==> src/rtl/fairy_mem_arbiter_if.sv <==
// fairy_mem_arbiter_if
//   Unified memory port that the arbiter drives toward the SRAM controller.
//   master : arbiter side (drives request fields, receives ack/rrdy/rdata)
//   slave  : memory side
// Signals:
//   mem_cen   [3:0]  active-low byte enables, 4'b1111 = no request
//   mem_wr           write strobe
//   mem_addr  [31:0] word address
//   mem_wdata [31:0] write data
//   mem_ack          memory accepted the request this cycle
//   mem_rrdy         read data valid this cycle
//   mem_rdata [31:0] read data
interface fairy_mem_arbiter_if;
  logic [3:0]  mem_cen;
  logic        mem_wr;
  logic [31:0] mem_addr;
  logic [31:0] mem_wdata;
  logic        mem_ack;
  logic        mem_rrdy;
  logic [31:0] mem_rdata;

  modport master (
    output mem_cen, mem_wr, mem_addr, mem_wdata,
    input  mem_ack, mem_rrdy, mem_rdata
  );

  modport slave (
    input  mem_cen, mem_wr, mem_addr, mem_wdata,
    output mem_ack, mem_rrdy, mem_rdata
  );
endinterface

==> src/rtl/fairy_mem_arbiter.sv <==
// fairy_mem_arbiter
//   Merges the core's instruction-fetch and data ports onto one handshaked
//   memory port. One transaction at a time, data has priority over fetch,
//   and a watchdog forces an error completion if the memory stalls.
// Ports:
//   aclk, areset_n         clock, asynchronous active-low reset
//   i_req/i_addr           fetch request (held until i_done)
//   i_done/i_rdata         fetch completion pulse and registered data
//   d_req/d_wr/d_cen/      data request: store/load, active-low byte
//   d_addr/d_wdata         enables, address, store data
//   d_done/d_rdata         data completion pulse and registered load data
//   err                    pulses with the done pulse on a timeout
//   bus                    unified memory port (master modport)
module fairy_mem_arbiter #(
  parameter int          TIMEOUT  = 255,
  parameter int          TO_W     = 8,
  parameter logic [31:0] ERR_DATA = 32'h0000_0000
) (
  input  logic        aclk,
  input  logic        areset_n,
  input  logic        i_req,
  input  logic [31:0] i_addr,
  output logic        i_done,
  output logic [31:0] i_rdata,
  input  logic        d_req,
  input  logic        d_wr,
  input  logic [3:0]  d_cen,
  input  logic [31:0] d_addr,
  input  logic [31:0] d_wdata,
  output logic        d_done,
  output logic [31:0] d_rdata,
  output logic        err,
  fairy_mem_arbiter_if.master bus
);

  typedef enum logic [1:0] {IDLE, REQ, WAIT_RD, DONE} state_t;
  typedef enum logic {OWN_INST, OWN_DATA} owner_t;

  // Watchdog trips on the cycle it would otherwise count to TIMEOUT.
  localparam logic [TO_W-1:0] WD_LAST = TO_W'(TIMEOUT - 1);

  state_t      state_reg, state_next;
  owner_t      owner_reg, owner_next;
  logic [TO_W-1:0] wd_reg, wd_next;
  logic [3:0]  cen_reg, cen_next;
  logic        wr_reg, wr_next;
  logic [31:0] addr_reg, addr_next;
  logic [31:0] wdata_reg, wdata_next;
  logic        i_done_reg, i_done_next;
  logic        d_done_reg, d_done_next;
  logic        err_reg, err_next;
  logic [31:0] i_rdata_reg, i_rdata_next;
  logic [31:0] d_rdata_reg, d_rdata_next;

  always_ff @(posedge aclk or negedge areset_n) begin
    if (!areset_n) begin
      state_reg   <= IDLE;
      owner_reg   <= OWN_INST;
      wd_reg      <= '0;
      cen_reg     <= 4'hF;
      wr_reg      <= 1'b0;
      addr_reg    <= '0;
      wdata_reg   <= '0;
      i_done_reg  <= 1'b0;
      d_done_reg  <= 1'b0;
      err_reg     <= 1'b0;
      i_rdata_reg <= '0;
      d_rdata_reg <= '0;
    end else begin
      state_reg   <= state_next;
      owner_reg   <= owner_next;
      wd_reg      <= wd_next;
      cen_reg     <= cen_next;
      wr_reg      <= wr_next;
      addr_reg    <= addr_next;
      wdata_reg   <= wdata_next;
      i_done_reg  <= i_done_next;
      d_done_reg  <= d_done_next;
      err_reg     <= err_next;
      i_rdata_reg <= i_rdata_next;
      d_rdata_reg <= d_rdata_next;
    end
  end

  always_comb begin
    state_next   = state_reg;
    owner_next   = owner_reg;
    wd_next      = wd_reg;
    cen_next     = cen_reg;
    wr_next      = wr_reg;
    addr_next    = addr_reg;
    wdata_next   = wdata_reg;
    i_done_next  = 1'b0;
    d_done_next  = 1'b0;
    err_next     = 1'b0;
    i_rdata_next = i_rdata_reg;
    d_rdata_next = d_rdata_reg;

    unique case (state_reg)
      IDLE: begin
        if (d_req) begin
          cen_next   = d_cen;
          wr_next    = d_wr;
          addr_next  = d_addr;
          wdata_next = d_wdata;
          owner_next = OWN_DATA;
          wd_next    = '0;
          state_next = REQ;
        end else if (i_req) begin
          cen_next   = 4'h0;
          wr_next    = 1'b0;
          addr_next  = i_addr;
          owner_next = OWN_INST;
          wd_next    = '0;
          state_next = REQ;
        end
      end

      REQ: begin
        // mem_rrdy is deliberately not looked at here; read data is only
        // accepted once the request phase has been acknowledged.
        if (bus.mem_ack) begin
          cen_next = 4'hF;
          wr_next  = 1'b0;
          if (wr_reg) begin
            d_done_next = 1'b1;
            state_next  = DONE;
          end else begin
            wd_next    = '0;
            state_next = WAIT_RD;
          end
        end else if (wd_reg == WD_LAST) begin
          cen_next    = 4'hF;
          wr_next     = 1'b0;
          err_next    = 1'b1;
          i_done_next = (owner_reg == OWN_INST);
          d_done_next = (owner_reg == OWN_DATA);
          if (!wr_reg) begin
            if (owner_reg == OWN_INST) i_rdata_next = ERR_DATA;
            else                       d_rdata_next = ERR_DATA;
          end
          state_next = DONE;
        end else begin
          wd_next = wd_reg + 1'b1;
        end
      end

      WAIT_RD: begin
        if (bus.mem_rrdy || (wd_reg == WD_LAST)) begin
          err_next    = !bus.mem_rrdy;
          i_done_next = (owner_reg == OWN_INST);
          d_done_next = (owner_reg == OWN_DATA);
          if (owner_reg == OWN_INST)
            i_rdata_next = bus.mem_rrdy ? bus.mem_rdata : ERR_DATA;
          else
            d_rdata_next = bus.mem_rrdy ? bus.mem_rdata : ERR_DATA;
          state_next = DONE;
        end else begin
          wd_next = wd_reg + 1'b1;
        end
      end

      DONE: begin
        // Requesters drop their req during this cycle, so none is sampled.
        state_next = IDLE;
      end

      default: state_next = IDLE;
    endcase
  end

  assign bus.mem_cen   = cen_reg;
  assign bus.mem_wr    = wr_reg;
  assign bus.mem_addr  = addr_reg;
  assign bus.mem_wdata = wdata_reg;
  assign i_done        = i_done_reg;
  assign d_done        = d_done_reg;
  assign err           = err_reg;
  assign i_rdata       = i_rdata_reg;
  assign d_rdata       = d_rdata_reg;

endmodule

==> src/flat_wrapper.sv <==
// flat-port wrapper written by rule: the top's interface ports become plain ports
module fairy_mem_arbiter_flat 
#(
  parameter int          TIMEOUT  = 255,
  parameter int          TO_W     = 8,
  parameter logic [31:0] ERR_DATA = 32'h0000_0000
)
  (aclk, areset_n, i_req, i_addr, i_done, i_rdata, d_req, d_wr, d_cen, d_addr, d_wdata, d_done, d_rdata, err, bus_mem_cen, bus_mem_wr, bus_mem_addr, bus_mem_wdata, bus_mem_ack, bus_mem_rrdy, bus_mem_rdata);
  fairy_mem_arbiter_if bus_i ();
  input  logic aclk;
  input  logic areset_n;
  input  logic i_req;
  input  logic [31:0] i_addr;
  output logic i_done;
  output logic [31:0] i_rdata;
  input  logic d_req;
  input  logic d_wr;
  input  logic [3:0] d_cen;
  input  logic [31:0] d_addr;
  input  logic [31:0] d_wdata;
  output logic d_done;
  output logic [31:0] d_rdata;
  output logic err;
  output wire logic [$bits(bus_i.mem_cen)-1:0] bus_mem_cen;
  output wire logic [$bits(bus_i.mem_wr)-1:0] bus_mem_wr;
  output wire logic [$bits(bus_i.mem_addr)-1:0] bus_mem_addr;
  output wire logic [$bits(bus_i.mem_wdata)-1:0] bus_mem_wdata;
  input wire logic [$bits(bus_i.mem_ack)-1:0] bus_mem_ack;
  input wire logic [$bits(bus_i.mem_rrdy)-1:0] bus_mem_rrdy;
  input wire logic [$bits(bus_i.mem_rdata)-1:0] bus_mem_rdata;
  assign bus_mem_cen = bus_i.mem_cen;
  assign bus_mem_wr = bus_i.mem_wr;
  assign bus_mem_addr = bus_i.mem_addr;
  assign bus_mem_wdata = bus_i.mem_wdata;
  assign bus_i.mem_ack = bus_mem_ack;
  assign bus_i.mem_rrdy = bus_mem_rrdy;
  assign bus_i.mem_rdata = bus_mem_rdata;
  fairy_mem_arbiter #(.TIMEOUT(TIMEOUT), .TO_W(TO_W), .ERR_DATA(ERR_DATA)) u_core (.aclk(aclk), .areset_n(areset_n), .i_req(i_req), .i_addr(i_addr), .i_done(i_done), .i_rdata(i_rdata), .d_req(d_req), .d_wr(d_wr), .d_cen(d_cen), .d_addr(d_addr), .d_wdata(d_wdata), .d_done(d_done), .d_rdata(d_rdata), .err(err), .bus(bus_i));
endmodule
==> config.mk <==
export PLATFORM = sky130hd
export DESIGN_NAME = fairy_mem_arbiter_flat
export DESIGN_NICKNAME = d
export VERILOG_FILES = /design/src/rtl/fairy_mem_arbiter_if.sv /design/src/rtl/fairy_mem_arbiter.sv /design/src/flat_wrapper.sv
export SDC_FILE = /design/constraint.sdc
export NUM_CORES = 1
export LEC_CHECK = 0
export CORE_UTILIZATION = 47
export CTS_BUF_LIST = sky130_fd_sc_hd__clkbuf_8 sky130_fd_sc_hd__clkbuf_16
export CTS_CLUSTER_SIZE = 10
export DETAILED_ROUTE_END_ITERATION = 7
export GPL_ROUTABILITY_DRIVEN = 0
export PLACE_DENSITY_LB_ADDON = 0.1
export SLEW_MARGIN = 20
export SYNTH_ARGS = -nofsm -noshare
export SYNTH_HDL_FRONTEND = slang
export SYNTH_SLANG_ARGS = --single-unit
==> constraint.sdc <==
create_clock -name aclk -period 5.6 [get_ports aclk]
set_input_delay 0.84 -clock aclk [delete_from_list [all_inputs] [get_ports aclk]]
set_output_delay 0.84 -clock aclk [all_outputs]
set_load 0.02 [all_outputs]
==> impl_metrics.env <==
export IMPL_outcome="complete, no violations"
export IMPL_placedCellCount=945
export IMPL_synthesized_flop_and_latch_total=147
export IMPL_period_share_pct=50.79
export IMPL_postSynth_topFlopCell="sky130_fd_sc_hd__dfrtp_1"
export IMPL_via_per_inst=5.226
export IMPL_numPortBuffers=274
export IMPL_sequential_cell_area_mm2=0.003684
export IMPL_min_path_type="input port to asynchronous set/reset pin"
export IMPL_timing_critical_path_to_type="register"
export IMPL_maxCapViolCount=0
export IMPL_ys_types=53
export IMPL_netlist_top_cells_area="sky130_fd_sc_hd__dfrtp_1 (54%), sky130_fd_sc_hd__mux2_2 (12%), sky130_fd_sc_hd__mux2i_1 (5.6%)"
export IMPL_async_flop_share_pct=100.0
export IMPL_cp_max_fo=42
export IMPL_vdd_ir_drop_max_mv=0.3045
export IMPL_synth_common_cells="sky130_fd_sc_hd__dfrtp_1 (143), sky130_fd_sc_hd__mux2_2 (68), sky130_fd_sc_hd__nand2_1 (47)"
export IMPL_overflow=0
export IMPL_rows=43
export IMPL_initial_detailed_routing_violation_count=281
export IMPL_floorplan_initialDensity_pct=47.91
export IMPL_number_of_buffers_inserted_during_clock_tree_synthesis=17
export IMPL_detailedRoute_firstPassIterationCount=6
export IMPL_detailedPlacementHpwl_um=12830
export IMPL_critical_path_required_ns=5.91
export IMPL_clockBufferDepth=2
export IMPL_r2r_worst_path_cells=7
export IMPL_count_of_final_max_slew_check_failures=0
export IMPL_clock_fmax_mhz=351.6
export IMPL_hold_viol=0
export IMPL_synth_seq_area_share_pct=55.60
export IMPL_critical_path_startpoint_type="register"
export IMPL_rsz_0062_raised_after_global_routing="false"
export IMPL_diodes=0
export IMPL_synth_most_common_cell="sky130_fd_sc_hd__dfrtp_1"
export IMPL_synth_warning_count=0
export IMPL_routedWlPerCell_um=18.30
export IMPL_grt_pass1_wl_um=28170
export IMPL_worstReg2RegEnd="u_core.i_rdata[20]"
export IMPL_floorplan_die_height_um=120.7
export IMPL_chipWidth_um=120.7
export IMPL_final_instance_count_excl_fillers=978
export IMPL_drc_errors_left=0
export IMPL_synth_top_area_share_pct=54.01
export IMPL_detail_route_antenna_nets=0
export IMPL_cts_tree="yes"
export IMPL_fillCellCount=971
export IMPL_worst_r2r_startpoint="u_core.state_reg[0]"
export IMPL_power_density_mw_per_mm2=590.7
export IMPL_path_class="register to register"
export IMPL_grt_max_degree=87
export IMPL_core_area_mm2=0.01383
export IMPL_design_die_area_mm2=0.01457
export IMPL_cts_sink_count=147
export IMPL_grt_total_usage_pct=25.60
export IMPL_slew_headroom_pct=47.90
export IMPL_post_synth_top_area_cell="sky130_fd_sc_hd__dfrtp_1"
export IMPL_layout_stage_area_growth_over_the_synthesis_result_pct=52.48
export IMPL_grt_pass1_vias=5445
export IMPL_cellLeakagePower_uw=0.004550
export IMPL_post_cts_buffers=0
export IMPL_clock_latency_ns=0.43
export IMPL_synth_fp_nets=662
export IMPL_routed_wirelength_um=17900
export IMPL_post_cts_resized=0
export IMPL_multi_input_area_mm2=0.002736
export IMPL_synth_enable_flop_cells=0
export IMPL_synth_cell_area_mm2=0.006625
export IMPL_clk_root_buffer_cell="sky130_fd_sc_hd__clkbuf_16"
export IMPL_syn_avg_cell_area_um2=12.81
export IMPL_timing_worst_slew_pin_value_ns=0.7815
export IMPL_final_stage_net_count=930
export IMPL_layout_min_cycle_time_ns=2.844
export IMPL_io_pins=275
export IMPL_synthesis_instances=517
export IMPL_setup_reg_to_reg_worst_slack_ns=2.76
export IMPL_via_count=5111
export IMPL_finClkSkew_ns=0.008621
export IMPL_cts_reportedPaths_clkPinSlew_ns=0.06
export IMPL_layout_core_utilization_pct=73.06
export IMPL_number_of_h_tree_branching_levels=4
export IMPL_cts_hold_buf=0
export IMPL_placement_cell_area_mm2=0.009470
export IMPL_crit_arrival_ns=3.15
export IMPL_final_setup_violation_count=0
export IMPL_number_of_antenna_violations_at_the_first_check_in_global_routing=0
export IMPL_drive_above_1_share_pct=19.92
export IMPL_setup_tns_final_ns=0
export IMPL_stdcell_area_mm2=0.01010
## placed cells by master, fill, tap and decap left out, drive strengths merged, types with 2 or more instances in the layout
master and n:
ha 6, mux2 97, nand2b 3, mux2i 37
and4 2, clkdlybuf4s50 272, nand3 7, a211oi 2
clkbuf 19, a21oi 7, nand2 47, nor4 2
nor3 2, inv 13, o211ai 7, o21ai 40
dfstp 4, dfrtp 143, o311ai 2, and3 35
buf 9, bufinv 3, nand4 3, clkinvlp 5
clkinv 3, and2 3, nor2 5
## how the worst max path moves through the flow
stage / start / to / slack, ns / cells after the start
final: u_core.state_reg[0] / u_core.i_rdata[20] / 2.76 / 7
after global routing: u_core.state_reg[0] / u_core.d_rdata[28] / 2.58 / 7
after CTS: u_core.state_reg[0] / u_core.d_rdata[28] / 2.75 / 7
after detailed placement: bus_mem_rrdy / u_core.d_rdata[28] / 2.42 / 7
after global placement: u_core.state_reg[0] / u_core.i_rdata[14] / 2.43 / 7
after floorplan: d_req / u_core.wd_reg[6] / 3.48 / 5
## worst max-delay path: stages, from the launching register on
cell                       delay [ns]
sky130_fd_sc_hd__dfrtp_1         0.39
sky130_fd_sc_hd__inv_1           0.15
sky130_fd_sc_hd__ha_2            0.64
sky130_fd_sc_hd__or2_4           0.30
sky130_fd_sc_hd__a41oi_4         0.16
sky130_fd_sc_hd__a211oi_4        0.22
sky130_fd_sc_hd__buf_4           0.46
sky130_fd_sc_hd__mux2_2          0.40
## final cells by class
cell class	count	area share, %
well taps	180	2.229
multi-input cells	327	27.09
flip-flops and latches	147	36.46
clock inverters	13	1.573
inverters	11	0.4087
repair buffers	281	27.76
clock buffers	19	4.484
## per-stage QoR
step	setup slack (ns)	total power, µW	hold WS, ns
global route	2.584	6272	0.4894
floorplan	3.482	3435	0.5009
finish	2.756	5967	0.4754
CTS	2.746	6004	0.4755
detailed placement	2.423	4816	0.4650
global placement	2.434	4734	0.4584
## kinds of logic (layout without fill, tap and decap cells)
family                     Yosys count  in the layout  share of synthesized area, %
adders and majority gates            6              6                         1.133
muxes                              134            134                         23.21
DFF                                147            147                         55.60
AOI/OAI and AO/OA                   68             68                         6.893
buffers and inverters               43            324                         3.305
and+or+nand+nor                    119            119                         9.859
## metal layers
metal,global-route usage [%],part of all wire (%),up-vias
met5,0,0,-
met2,44.32,51,202
met3,9.764,8.8,29
li1,-,-,2373
met1,28.74,39,2507
met4,8.873,2.0,0
## report_power, final
group | switching [µW] | total [µW] | internal [µW] | leakage [µW]
logic | 1480 | 2930 | 1450 | 0.00237
registers | 294 | 1870 | 1570 | 0.00189
clock network | 444 | 1170 | 722 | 0.000289
total | 2220 | 5970 | 3750 | 0.00455
Power figures use the tool's default switching activity.
